==> src/rtl/hud_pkg.sv <==
// Shared encodings for the HUD joystick path: raw GPIO codes, event directions
// and the press-tracking FSM states.
package hud_pkg;

  localparam logic [1:0] DIR_UP    = 2'd0;
  localparam logic [1:0] DIR_DOWN  = 2'd1;
  localparam logic [1:0] DIR_LEFT  = 2'd2;
  localparam logic [1:0] DIR_RIGHT = 2'd3;

  localparam logic [3:0] JOY_IDLE  = 4'h0;
  localparam logic [3:0] JOY_UP    = 4'h1;
  localparam logic [3:0] JOY_DOWN  = 4'h2;
  localparam logic [3:0] JOY_LEFT  = 4'h3;
  localparam logic [3:0] JOY_RIGHT = 4'h4;

  typedef enum logic {
    IDLE = 1'b0,
    HELD = 1'b1
  } joy_state_t;

  // Any code outside 1..4 is treated as the stick being at rest.
  function automatic logic [3:0] joy_clean(input logic [3:0] code);
    case (code)
      JOY_UP, JOY_DOWN, JOY_LEFT, JOY_RIGHT: return code;
      default:                               return JOY_IDLE;
    endcase
  endfunction

  function automatic logic [1:0] joy_to_dir(input logic [3:0] code);
    case (code)
      JOY_DOWN:  return DIR_DOWN;
      JOY_LEFT:  return DIR_LEFT;
      JOY_RIGHT: return DIR_RIGHT;
      default:   return DIR_UP;
    endcase
  endfunction

endpackage

==> src/rtl/input_debouncer.sv <==
// Two-flop synchroniser followed by a candidate/counter debouncer; a new value
// is accepted only after DEBOUNCE_CYCLES consecutive identical samples.
module input_debouncer #(
  parameter int W               = 4,
  parameter int DEBOUNCE_CYCLES = 500000,
  parameter int CNT_W           = 24
) (
  input  logic         clock,
  input  logic         reset,
  input  logic [W-1:0] raw,
  output logic [W-1:0] stable
);

  localparam logic [CNT_W-1:0] CNT_MAX = CNT_W'(DEBOUNCE_CYCLES - 1);

  logic [W-1:0]     sync1;
  logic [W-1:0]     sync2;
  logic [W-1:0]     candidate;
  logic [W-1:0]     candidate_next;
  logic [CNT_W-1:0] cnt;
  logic [CNT_W-1:0] cnt_next;

  always_comb begin
    candidate_next = candidate;
    cnt_next       = cnt;
    if (sync2 != candidate) begin
      candidate_next = sync2;
      cnt_next       = '0;
    end else if (cnt != CNT_MAX) begin
      cnt_next = cnt + CNT_W'(1);
    end
  end

  // Looking at the next count lets DEBOUNCE_CYCLES=1 accept on the load cycle.
  always_ff @(posedge clock) begin
    if (reset) begin
      sync1     <= '0;
      sync2     <= '0;
      candidate <= '0;
      cnt       <= '0;
      stable    <= '0;
    end else begin
      sync1     <= raw;
      sync2     <= sync1;
      candidate <= candidate_next;
      cnt       <= cnt_next;
      if (cnt_next == CNT_MAX) begin
        stable <= candidate_next;
      end
    end
  end

endmodule

==> src/rtl/joystick_event_encoder.sv <==
// Turns the debounced joystick code into one-shot direction events with
// auto-repeat, delivered through a single-entry valid/ready output register.
module joystick_event_encoder
  import hud_pkg::*;
#(
  parameter int DEBOUNCE_CYCLES = 500000,
  parameter int REPEAT_CYCLES   = 12500000,
  parameter int CNT_W           = 24
) (
  input  logic       CLOCK_50,
  input  logic       reset,
  input  logic [3:0] ext_io,
  output logic       event_valid,
  output logic [1:0] event_dir,
  input  logic       event_ready,
  output logic [3:0] dir_level,
  output logic       overrun
);

  localparam logic [CNT_W-1:0] RPT_MAX = CNT_W'(REPEAT_CYCLES - 1);

  logic [3:0]       raw_clean;
  logic [3:0]       joy_code;
  logic             press;
  logic [1:0]       cur_dir;
  joy_state_t       state;
  logic [1:0]       held_dir;
  logic [CNT_W-1:0] rpt_cnt;
  logic             gen;
  logic             load;

  // Cleaning before the synchroniser is equivalent to cleaning after it,
  // since the mapping is a pure per-sample function.
  assign raw_clean = joy_clean(ext_io);

  input_debouncer #(
    .W              (4),
    .DEBOUNCE_CYCLES(DEBOUNCE_CYCLES),
    .CNT_W          (CNT_W)
  ) u_debouncer (
    .clock (CLOCK_50),
    .reset (reset),
    .raw   (raw_clean),
    .stable(joy_code)
  );

  assign press     = (joy_code != JOY_IDLE);
  assign cur_dir   = joy_to_dir(joy_code);
  assign dir_level = press ? (4'b0001 << cur_dir) : 4'b0000;

  always_comb begin
    gen = 1'b0;
    case (state)
      IDLE: gen = press;
      HELD: gen = press && ((cur_dir != held_dir) || (rpt_cnt == RPT_MAX));
    endcase
  end

  // Handshake: an event is transferred on any edge where event_valid && event_ready.
  // event_valid/event_dir are held until then; a transfer and a new event on the
  // same edge reload the register instead of emptying it. event_ready only
  // feeds register inputs, never an output directly.
  assign load = gen && (!event_valid || event_ready);

  always_ff @(posedge CLOCK_50) begin
    if (reset) begin
      state       <= IDLE;
      held_dir    <= DIR_UP;
      rpt_cnt     <= '0;
      event_valid <= 1'b0;
      event_dir   <= DIR_UP;
      overrun     <= 1'b0;
    end else begin
      case (state)
        IDLE: begin
          if (press) begin
            state    <= HELD;
            held_dir <= cur_dir;
            rpt_cnt  <= '0;
          end
        end
        HELD: begin
          if (!press) begin
            state <= IDLE;
          end else if (gen) begin
            held_dir <= cur_dir;
            rpt_cnt  <= '0;
          end else begin
            rpt_cnt <= rpt_cnt + CNT_W'(1);
          end
        end
      endcase

      if (load) begin
        event_valid <= 1'b1;
        event_dir   <= cur_dir;
      end else if (event_ready) begin
        event_valid <= 1'b0;
      end

      if (gen && !load) begin
        overrun <= 1'b1;
      end
    end
  end

endmodule

==> config.mk <==
export PLATFORM = sky130hd
export DESIGN_NAME = joystick_event_encoder
export DESIGN_NICKNAME = d
export VERILOG_FILES = /design/src/rtl/hud_pkg.sv /design/src/rtl/input_debouncer.sv /design/src/rtl/joystick_event_encoder.sv
export SDC_FILE = /design/constraint.sdc
export NUM_CORES = 1
export LEC_CHECK = 0
export BUFFER_PORTS_ARGS = -buffer_cell sky130_fd_sc_hd__buf_2
export CAP_MARGIN = 20
export CORE_ASPECT_RATIO = 1.25
export CORE_MARGIN = 5
export CORE_UTILIZATION = 25
export DETAILED_ROUTE_END_ITERATION = 16
export PLACE_DENSITY_LB_ADDON = 0.3
export SKIP_LAST_GASP = 1
export SYNTH_ARGS = -nofsm -noshare
export SYNTH_HDL_FRONTEND = slang
export SYNTH_HIERARCHICAL = 1
export SYNTH_SLANG_ARGS = --single-unit
==> constraint.sdc <==
create_clock -name CLOCK_50 -period 3 [get_ports CLOCK_50]
set_input_delay 0.3 -clock CLOCK_50 [delete_from_list [all_inputs] [get_ports CLOCK_50]]
set_output_delay 0.3 -clock CLOCK_50 [all_outputs]
set_load 0.05 [all_outputs]
Yosys cells after proc, flatten, opt, wreduce, memory -nomap -nowiden. Index checks and enable logic that the tools add are counted.

Input bits: 7. Output and inout bits: 8. Register bits after elaboration: 71. Logic and storage cells: 61.

Shift operators: 1. Muxes and demuxes: 17. Add/sub/neg operators: 2. Bitwise operators: 2. Reductions and logical operators: 13. Eq/ne operators: 15.

Operator list (count): two-way mux 24 bit (5); adder 24 x 1 -> 24 bit, second input constant (2); one-hot mux 24 bit (2 select lines) (1); == test 24 x 19 -> 1 bit, second input constant (1); == test 24 bit, second input constant (1); != test 24 x 19 -> 1 bit, second input constant (1); == test 4 x 2 -> 1 bit, second input constant (4); == test 4 x 3 -> 1 bit, second input constant (2); two-way mux 4 bit (2); two-way mux 2 bit (3); one-hot mux 2 bit (3 select lines) (1); == test 4 x 1 -> 1 bit, second input constant (1); != test 2 bit, second input constant (2); != test 4 bit (1); one-hot mux 2 bit (2 select lines) (1); nonzero test 4 bit (1); OR reduction 4 bit (1); left shift 1 x 2 -> 4 bit, first input constant (1); logical AND 1 bit (3); two-way mux 1 bit (3); AND reduction 3 bit (1); zero test 1 bit (2); logical OR 1 bit (2); != test 2 x 1 -> 1 bit, second input constant (1); other kinds (6) (7).

Longest topological paths before layout.
Depth in word-level cells: 9. Gate-level depth with buffers: 9.

By module. Netlist, hierarchy kept.

By module, submodules not included: input_debouncer (area an instance 1974.4 µm², cells an instance 212, times used 1); joystick_event_encoder (area an instance 1921.8 µm², cells an instance 248, times used 1).

Worst setup path after synthesis. OpenSTA, ideal clock, no wires.

Kind: register to register. Start point: reg u_debouncer.stable[2]. End point: reg rpt_cnt[7]. Data arrival time: 3.488 ns. Library setup time: 0.074 ns. Stages on the path, launching flop included: 7. Setup slack: -0.562 ns. Clock period less this slack: 3.562 ns. Path through: dfxtp_1 -> nor4b_1 -> nor2_1 -> xor2_1 -> clkbuf_1 -> o2111ai_1 -> a31oi_1.

Longest elaborated chain between the ends: 9.

Ends and longest elaborated chain: start, declared (line input_debouncer.sv:11) `output logic [W-1:0] stable`; start signal, assigned (line input_debouncer.sv:48) `stable <= candidate_next;`; == test 4 x 3 -> 1 bit / == test 4 x 2 -> 1 bit (equally long branches) (line hud_pkg.sv:30) `case (code)`; one-hot mux 2 bit (3 select lines) (line hud_pkg.sv:30); != test 2 bit (line joystick_event_encoder.sv:55) `HELD: gen = press && ((cur_dir != held_dir) || (rpt_cnt == RPT_MAX));`; logical OR 1 bit (line joystick_event_encoder.sv:55); logical AND 1 bit (line joystick_event_encoder.sv:55); one-hot mux 1 bit (2 select lines) (line joystick_event_encoder.sv:53) `case (state)`; two-way mux 24 bit (line joystick_event_encoder.sv:85) `end else if (gen) begin`; two-way mux 24 bit (line joystick_event_encoder.sv:83) `if (!press) begin`; one-hot mux 24 bit (2 select lines) (line joystick_event_encoder.sv:74) `case (state)`; end signal, assigned (line joystick_event_encoder.sv:89) `rpt_cnt <= rpt_cnt + CNT_W'(1);`; end, declared (line joystick_event_encoder.sv:28) `logic [CNT_W-1:0] rpt_cnt;`.

Parallel ways exist; a longest one is shown, timed or not. The select of a mux whose other input is x is not followed. A chain may end at the register's enable or synchronous reset.

Final worst setup path.
Start point: reg u_debouncer.cnt[0]. End point: reg u_debouncer.stable[3].

Longest elaborated chain between the ends: 4.

Ends and longest elaborated chain: start, declared (line input_debouncer.sv:20) `logic [CNT_W-1:0] cnt;`; start signal, assigned (line input_debouncer.sv:46) `cnt <= cnt_next;`; adder 24 x 1 -> 24 bit / != test 24 x 19 -> 1 bit (equally long branches) (line input_debouncer.sv:30, input_debouncer.sv:29); two-way mux 24 bit (*) (line input_debouncer.sv:29) `end else if (cnt != CNT_MAX) begin`; two-way mux 24 bit (*) (line input_debouncer.sv:26) `if (sync2 != candidate) begin`; == test 24 x 19 -> 1 bit (*) (line input_debouncer.sv:47) `if (cnt_next == CNT_MAX) begin`.

Mark *: on every way between the ends. The rest lies on a longest branch, timed or not.

==> summary.md <==
| Metric | Value |
|---|---|
| CTS root buffer | `clkbuf_16` |
| Post-synthesis register bit count | `between 70 and 80` |
| Iteration-0 DRC Markers | `around 160` |
| Most common cell after layout, fill and taps aside | `dfxtp_1` |
| Clock Pin Slew Worst Setup and Hold Paths | `~0.060 ns` |
| Tmin final | `around 2.7 ns` |
| Slew of the pin with the lowest slew margin | `0.870 ns` |
| Clock skew | `0.00655 ns` |
| # clock sinks | `71` |
| Class of the worst hold path | `in -> reg` |
| Die Wd | `~120 um` |
| RePlAce Congestion | `0.808` |
| Commonest register cell after synthesis | `dfxtp_1` |
| Startpoint types | `flip-flop` |
| Relative slew slack | `0.420` |
| DR pass1 iterations | `4` |
| Core Region | `15,400 um^2` |
| Number of flops mapped to enable cells by yosys | `0` |
| Maximum clock path buffer count | `2` |
| Initial antenna violation count | `0` |
| Max Transition Viols Final | `0` |
| Synth-to-Final Area Change | `13.6%` |
| RSZ-0062 raised after global routing | `no` |
| Asr flop ratio synth | `0` |
| Mapped Avg Cell Area | `8.47 um^2` |
| Crit. End Element | `flip-flop` |
| Hold Buf Count CTS | `0` |
| Final Setup Violations | `0` |
| Leak | `1.43 nW` |
| Chip Height | `150 um` |
| Fin worst setup slack | `about 0.31 ns` |
| Post-Synthesis Cells | `460` |
| Power per cell area | `463 nW/um^2` |
| Global-route wire length before repair | `15,500 um` |
| Run status | `complete, no violations` |
| Synth cell types | `67` |
| Worst Setup Path Type | `reg -> reg` |
| Most frequent cells in the layout | `71 x dfxtp_1, 38 x nand2_1, 37 x nor2_1` |
| Skew-Pair Late Insertion Delay | `roughly 0.34 ns` |
| CP max FO | `11` |
| TNS Setup | `0 ns` |
| Grt ovf | `0` |
| Post-layout nets | `470` |
| Ratio of cells with drive above 1 in the final layout | `0.137` |
| Mapped Area | `3900 um^2` |
| Pin count of the biggest net entering global routing | `45` |
| FP Rows | `between 50 and 60` |
| Total CTS buffers | `9` |
| # diodes | `0` |
| Total track usage | `0.106` |
| Mapped Nets | `between 400 and 500` |
| Max cap viols | `0` |
| Required @ worst endpoint | `3.23 ns` |
| Vias | `3,429` |
| F_max | `0.372 GHz` |
| Final wirelength | `9580 um` |
| DR vias/cell | `5.06` |
| Post-synthesis sequential area ratio | `0.365` |
| Final worst-path cycle share | `0.896` |
| HPWL after DPL | `6520 um` |
| Port bufs | `14` |
| CTS tree | `yes` |
| Initial Util | `0.252` |
| Die Area | `between 15,000 and 20,000 um^2` |
| H-tree depth | `3` |
| Post-placement setup slack | `0.206 ns` |
| Yosys warns | `6` |
| Max rail drop VDD | `0.000257 V` |
| Num ports | `15` |
| Post-route ant nets | `0` |
| Worst EP arrival | `2.92 ns` |
| Wirelength per Cell | `14.1 um` |
| Hold Vio Cnt, Final | `0` |
| DRC | `0` |
| Vias in the first global route | `around 3.2k` |
critical path, cell delays in order, from the launching register on:
cell,delay [ns]
dfxtp_1,0.44
ha_2,0.32
nand4_1,0.32
nor3_1,0.43
and3_1,0.23
xnor2_1,0.15
a41o_1,0.21
nand4_2,0.16
mux2_2,0.32
layout make-up:
type,instances,area (um^2)
Fill cell,1666,11000
Multi-Input combinational cell,351,2300
Sequential cell,71,1420
Tap cell,212,265
Clock buffer,11,253
Timing Repair Buffer,22,130
Clock inverter,5,40.0
Inverter,6,22.5
synthesized netlist by cell type (3+ instances only):
cell / number / area, um^2
a211o_1: 3 / 26.3
a21oi_1: 16 / 80.1
a31oi_1: 12 / 75.1
a32oi_1: 4 / 35.0
and3_1: 9 / 56.3
and4_1: 5 / 43.8
buf_2: 3 / 15.0
buf_4: 4 / 30.0
clkbuf_1: 19 / 71.3
dfxtp_1: 71 / 1420
inv_1: 6 / 22.5
mux2_2: 6 / 67.6
nand2_1: 38 / 143
nand2b_1: 3 / 18.8
nand3_1: 31 / 155
nand4_1: 34 / 213
nor2_1: 37 / 139
nor2b_1: 24 / 150
nor3_1: 14 / 70.1
nor3b_1: 4 / 30.0
nor4_1: 9 / 56.3
nor4_2: 4 / 50.1
nor4b_1: 3 / 26.3
o2111ai_1: 4 / 35.0
o211ai_1: 5 / 37.5
o21ai_0: 7 / 35.0
o31a_1: 3 / 26.3
or3_1: 4 / 25.0
or4_1: 7 / 52.6
xnor2_1: 14 / 123
xor2_1: 14 / 123
state kept, by name, summed over array words and instances, names as in the netlist:
name / flops
rpt_cnt: 24
u_debouncer/cnt: 24
u_debouncer/candidate: 4
u_debouncer/stable: 4
u_debouncer/sync1: 4
u_debouncer/sync2: 4
event_dir: 2
held_dir: 2
event_valid: 1
overrun: 1
state: 1
metrics by stage:
stage               hold slack, ns  cell area [um^2]  utilization  total power [mW]  std cells
global placement             0.424              4130        0.268              1.03        662
CTS                          0.249              4430        0.287              2.09        678
floorplan                    0.381              3910            -              1.01        460
detailed placement           0.424              4130        0.268              1.03        662
global route                 0.277              4430        0.287              2.13        678
finish                       0.259              4430        0.287              2.05        678
kinds of logic (layout without fill, tap and decap cells):
kind of cell | after synthesis | in the layout | synth area share
xor gates and xnor gates | 28 | 28 | 0.0629
adders and majority gates | 2 | 2 | 0.00642
AOI/OAI and AO/OA | 72 | 72 | 0.132
muxes | 7 | 7 | 0.0199
other | 1 | 1 | 0.000962
and+or+nand+nor | 241 | 241 | 0.358
buffers and inverters | 38 | 44 | 0.0552
DFF | 71 | 71 | 0.365
routing by layer:
layer	vias up	wire (um)	GRT usage
met5	-	0	0
met4	0	153	0.0465
met3	13	308	0.0291
met2	54	4710	0.175
met1	1640	4400	0.130
li1	1722	-	-
worst paths after layout:
kind / depth (start not counted) / slack, ns / from / endpoint
setup / recovery: 8 / 0.31 / u_debouncer/cnt[0] / u_debouncer/stable[3]
hold / removal: 3 / 0.26 / ext_io[1] / u_debouncer/sync1[2]
setup reg to reg: 8 / 0.31 / u_debouncer/cnt[0] / u_debouncer/stable[3]
hold reg to reg: 1 / 0.44 / u_debouncer/sync1[3] / u_debouncer/sync2[3]
power breakdown:
group          internal [mW]  switching, mW
clock network          0.609          0.433
logic                 0.0188         0.0346
registers              0.950        0.00689
total                   1.58          0.475
timing repair:
item	in CTS	in global routing
buffers inserted	0	0
endpoints found under the setup margin	0	4
resized for setup	0	1
Power figures use the tool's default switching activity.
